--- src/rtl/alu_op_sequencer.sv ---
// alu_op_sequencer
// ----------------
// Multi-cycle sequencer that turns one decoded instruction opcode into the
// ordered ALUOp step codes the ALU control decoder needs:
//   - LW issues three steps.
//   - SW issues two steps.
//   - Every other opcode issues one step.
//   - Illegal opcodes (19-31) issue a single NOP code.
// MUL/DIV are held in a WAIT phase until the ALU reports completion or
// TIMEOUT cycles expire. Completion is then reported to fetch.
//
// Parameters:
//   TIMEOUT       maximum WAIT cycles for MUL/DIV before a forced abort (>=2)
// Ports:
//   clk           system clock, rising edge
//   rst           synchronous active-high reset
//   instr_valid   opcode present (accepted only while idle)
//   opcode[4:0]   instruction code
//   hold          pipeline stall, freezes issue sequencing
//   alu_done      MUL/DIV result ready (looked at only while waiting)
//   instr_ready   combinational, high while idle
//   alu_op[5:0]   registered ALUOp code
//   alu_op_valid  registered, alu_op is a live step
//   instr_done    registered one-cycle completion pulse
//   illegal       registered pulse with instr_done for an illegal opcode
//   timeout       registered pulse with instr_done for a MUL/DIV abort
module alu_op_sequencer #(
  parameter int TIMEOUT = 32
) (
  input  logic       clk,
  input  logic       rst,
  input  logic       instr_valid,
  input  logic [4:0] opcode,
  input  logic       hold,
  input  logic       alu_done,
  output logic       instr_ready,
  output logic [5:0] alu_op,
  output logic       alu_op_valid,
  output logic       instr_done,
  output logic       illegal,
  output logic       timeout
);

  localparam int WW = (TIMEOUT > 2) ? $clog2(TIMEOUT) : 1;

  typedef enum logic [1:0] {IDLE, ISSUE, WAIT} state_t;

  state_t        state, state_n;
  logic [4:0]    op_q, op_n;
  logic [1:0]    step, step_n;
  logic [WW-1:0] wcnt, wcnt_n;
  logic [5:0]    alu_op_n;
  logic          valid_n, done_n, illegal_n, timeout_n;
  logic          is_last, is_muldiv, is_illegal;

  // ALUOp code for a given opcode and step. LW and SW walk through their
  // own small ranges. The single-step opcodes 2..18 map onto 0x05..0x15,
  // which is a plain offset of 3. Illegal opcodes fall back to NOP.
  function automatic logic [5:0] step_code(input logic [4:0] op,
                                           input logic [1:0] s);
    if (op == 5'd0)
      step_code = {4'd0, s};
    else if (op == 5'd1)
      step_code = 6'd3 + {4'd0, s};
    else if (op <= 5'd18)
      step_code = {1'b0, op} + 6'd3;
    else
      step_code = 6'h15;
  endfunction

  // Decode properties of the latched opcode. The opcode is captured at
  // accept, so these stay stable for the whole instruction.
  always_comb begin
    is_muldiv  = (op_q == 5'd5) || (op_q == 5'd6);
    is_illegal = (op_q >= 5'd19);
    case (op_q)
      5'd0:    is_last = (step == 2'd2);
      5'd1:    is_last = (step == 2'd1);
      default: is_last = (step == 2'd0);
    endcase
  end

  assign instr_ready = (state == IDLE);

  // Next-state and next-output logic.
  // The outputs are registered, so this block computes what they must show
  // in the cycle after the coming edge. Everything defaults to "hold
  // current value". The pulses default to zero.
  always_comb begin
    state_n   = state;
    op_n      = op_q;
    step_n    = step;
    wcnt_n    = wcnt;
    alu_op_n  = alu_op;
    valid_n   = alu_op_valid;
    done_n    = 1'b0;
    illegal_n = 1'b0;
    timeout_n = 1'b0;
    case (state)
      IDLE: begin
        valid_n = 1'b0;
        if (instr_valid) begin
          state_n  = ISSUE;
          op_n     = opcode;
          step_n   = 2'd0;
          alu_op_n = step_code(opcode, 2'd0);
          valid_n  = 1'b1;
        end
      end
      ISSUE: begin
        if (!hold) begin
          if (!is_last) begin
            step_n   = step + 2'd1;
            alu_op_n = step_code(op_q, step + 2'd1);
          end else begin
            valid_n = 1'b0;
            if (is_muldiv) begin
              state_n = WAIT;
              wcnt_n  = '0;
            end else begin
              state_n   = IDLE;
              done_n    = 1'b1;
              illegal_n = is_illegal;
            end
          end
        end
      end
      WAIT: begin
        // alu_done takes priority over an expiring counter.
        valid_n = 1'b0;
        if (alu_done) begin
          state_n = IDLE;
          done_n  = 1'b1;
        end else if (wcnt == WW'(TIMEOUT - 1)) begin
          state_n   = IDLE;
          done_n    = 1'b1;
          timeout_n = 1'b1;
        end else begin
          wcnt_n = wcnt + WW'(1);
        end
      end
      default: state_n = IDLE;
    endcase
  end

  // State and output registers with synchronous reset.
  // A reset mid-instruction drops the instruction without any pulses.
  always_ff @(posedge clk) begin
    if (rst) begin
      state        <= IDLE;
      op_q         <= 5'd0;
      step         <= 2'd0;
      wcnt         <= '0;
      alu_op       <= 6'h15;
      alu_op_valid <= 1'b0;
      instr_done   <= 1'b0;
      illegal      <= 1'b0;
      timeout      <= 1'b0;
    end else begin
      state        <= state_n;
      op_q         <= op_n;
      step         <= step_n;
      wcnt         <= wcnt_n;
      alu_op       <= alu_op_n;
      alu_op_valid <= valid_n;
      instr_done   <= done_n;
      illegal      <= illegal_n;
      timeout      <= timeout_n;
    end
  end

endmodule

--- config.mk ---
export PLATFORM = sky130hd
export DESIGN_NAME = alu_op_sequencer
export DESIGN_NICKNAME = d
export VERILOG_FILES = /design/src/rtl/alu_op_sequencer.sv
export SDC_FILE = /design/constraint.sdc
export NUM_CORES = 1
export LEC_CHECK = 0
export BUFFER_PORTS_ARGS = -buffer_cell sky130_fd_sc_hd__buf_2
export CORE_ASPECT_RATIO = 0.75
export CORE_MARGIN = 3
export CORE_UTILIZATION = 58
export DETAILED_ROUTE_END_ITERATION = 10
export PLACE_DENSITY = 0.8
export SLEW_MARGIN = 10
export SYNTH_ARGS = -nofsm -noshare
export SYNTH_HDL_FRONTEND = slang
export SYNTH_SLANG_ARGS = --single-unit
export TNS_END_PERCENT = 100
--- constraint.sdc ---
create_clock -name clk -period 3.4 [get_ports clk]
set_input_delay 0.34 -clock clk [delete_from_list [all_inputs] [get_ports clk]]
set_output_delay 0.34 -clock clk [all_outputs]
set_load 0.02 [all_outputs]
==> run_results.csv <==
group,metric,value,unit
placed_design,portBuffers,20,
power,vdd_drop_max,0.000370,V
detailed_routing,vias_per_cell,6.15,
cts,cts.clk_slew.worst_paths,0.08,ns
critical_path,crit_path_end_kind,"flop",
timing,hold_violations,0,
global_route,grt_max_degree,29,
global_route,antenna_found_initial,0,
yosys,synth_area_per_cell,8.36,sq um
yosys,yosysUniqueCellTypes,46,
yosys,synth-edff-count,0,
yosys,synth-seq-area-share,27.9,%
cts,max-clock-path-buffers,2,
cts,postCtsHoldBufs,0,
global_route,grt_pass1_vias,1393,
critical_path,required,3.55,ns
detailed_routing,avgRoutedWirePerCell,15.4,microns
placed_design,gp_congestion,0.796,
critical_path,crit_path_start_kind,"flop",
global_route,track_usage,23.9,%
floorplan,initial_core_util,63.2,%
layout,final_nets,244,
layout,layout_commonest_cell,"dfxtp_1",
critical_path,worst-path-max-fanout,11,
cts,clkSinkCount,24,
floorplan,row_count,16,
cts,cts.repair.resized,0,
cts,clockRootBuffer,"clkbuf_8",
yosys,ys_warn_count,0,
floorplan,die_w,68.9,microns
detailed_routing,antenna_left,0,
yosys,synth.area.top_cells,"dfxtp_1, ha_1, nor2_1, a311oi_1, a21oi_1",
timing,fin_skew,0.00676,ns
yosys,synth-async-reset-ratio,0,%
critical_path,worst_ep_arrival_time,2.79,ns
yosys,ys.flop_type,"dfxtp_1",
floorplan,die_area,3660,sq um
layout,area_growth,7.49,%
timing,slew_headroom,28.4,%
yosys,synthCells,206,
layout,layout-drive-gt1-share,14.4,%
global_route,grt_pass1_wl,6.56,mm
layout,final_cell_mix,"dfxtp_1, nor2_1, buf_2",
detailed_routing,wl,3.88,mm
yosys,syn_area,1720,sq um
cts,cts_tree,"built",
cts,numCtsBuffers,3,
global_route,overflow,0,
detailed_routing,num_vias,1549,
detailed_routing,drtIter0Drc,127,
layout,n_antenna_cell,0,
timing,fin_crit_sh,77.7,%
floorplan,die_y,53.2,microns
power,leakagePower,0.798,nW
floorplan,coreArea,2720,sq um
yosys,synth_nets,232,
power,power.density,511,nW/um^2
critical_path,path_class,"reg2reg",
timing,worstMarginPinSlew,1.06,ns
timing,clock.fmax,0.379,GHz
timing,rsz0062_at_grt,"no",
timing,min_period,2.64,ns
detailed_routing,drc,0,
yosys,post-synth-top-area-cell,"dfxtp_1",
status,status,"finished, final reports clean",
floorplan,io_pins,21,
min_path,hp-class,"in2reg",
power,p_total,0.945,mW
cts,clk_latency,0.27,ns
detailed_routing,first_pass_iters,4,
timing,finalSetupTns,0,ns
yosys,yosysTopAreaCellShare,27.9,%
run,maxCapViolCount,0,
cts,cts_setup_buffers,0,
placed_design,hpwl,3.05,mm
timing,setup-violations-final,0,
layout,final_util,68.0,%
timing,drv_slew,0,
cts,h-tree-depth,1,
yosys,synth_seq_cells,24,
-- registers in the layout (all words and copies together), names as in the netlist --
register / count
alu_op_valid: 1
instr_done: 1
wcnt: 5
op_q: 5
illegal: 1
state: 2
step: 2
timeout: 1
alu_op: 6
-- layer usage --
layer  wire (microns)  vias to the layer above  share of wire (%)  track usage (%)
li1                 -                      776                  -                -
met1             1860                      718                 48             34.3
met2             1700                       50                 44             36.4
met3              298                        5                7.7             5.10
met4               25                        0               0.64             4.85
met5                0                        -                  0                0
-- logic make-up after synthesis --
family | synth area share, %
buffers and inverters | 6.40
AO/OA/AOI/OAI | 22.7
adder cells (fa/ha/maj) | 11.6
multiplexers | 4.65
XOR/XNOR | 2.04
flip-flops | 27.9
AND/OR/NAND/NOR | 24.7
-- synth_stat cells, drive strengths merged (4+ instances only) --
| master | count |
|---|---|
| a21oi | 12 |
| nand3 | 7 |
| or4b | 5 |
| nor3 | 5 |
| ha | 16 |
| inv | 12 |
| clkbuf | 11 |
| a311oi | 7 |
| o21ai | 6 |
| nand2 | 15 |
| nor2b | 6 |
| nand2b | 5 |
| a31oi | 4 |
| dfxtp | 24 |
| o31ai | 6 |
| mux2i | 5 |
| nor2 | 21 |
-- final cells by class --
| type | count | area, sq um |
|---|---|---|
| multi-input cells | 156 | 1130 |
| well taps | 36 | 45.0 |
| fillers | 232 | 872 |
| clock buffers | 3 | 41.3 |
| flip-flops and latches | 24 | 480 |
| inverters | 12 | 45.0 |
| repair buffers | 21 | 108 |
-- power breakdown --
part | leakage [nW] | internal (mW) | switching [mW] | total, mW
sequential | 0.196 | 0.318 | 0.0313 | 0.350
combinational | 0.581 | 0.168 | 0.264 | 0.431
clock | 0.0216 | 0.0793 | 0.0848 | 0.164
total | 0.798 | 0.565 | 0.380 | 0.945
-- worst paths after layout --
path	depth (start not counted)	slack, ns	startpoint	end
hold reg to reg	2	0.50	alu_op_valid	alu_op_valid
hold / removal	2	0.28	alu_done	timeout
setup reg to reg	8	0.76	wcnt[1]	wcnt[1]
setup / recovery	8	0.76	wcnt[1]	wcnt[1]
-- worst max-delay path, stage by stage, from the launching register on --
cell and delay [ns]:
dfxtp_1 0.36, ha_1 0.23, and3_1 0.19, ha_1 0.18
o21ai_0 0.84, nand2_1 0.17, a2bb2oi_1 0.21, nor2_1 0.06
a221o_1 0.28
-- metrics by stage --
step                hold WS [ns]  worst slack [ns]  instances  area (sq um)
global route               0.273             0.561        252          1850
global placement           0.459             0.867        249          1810
floorplan                  0.416              1.05        206          1720
CTS                        0.276             0.799        252          1850
detailed placement         0.488             0.814        249          1810
finish                     0.285             0.759        252          1850
Note: power is estimated with default switching activity, not from simulation.
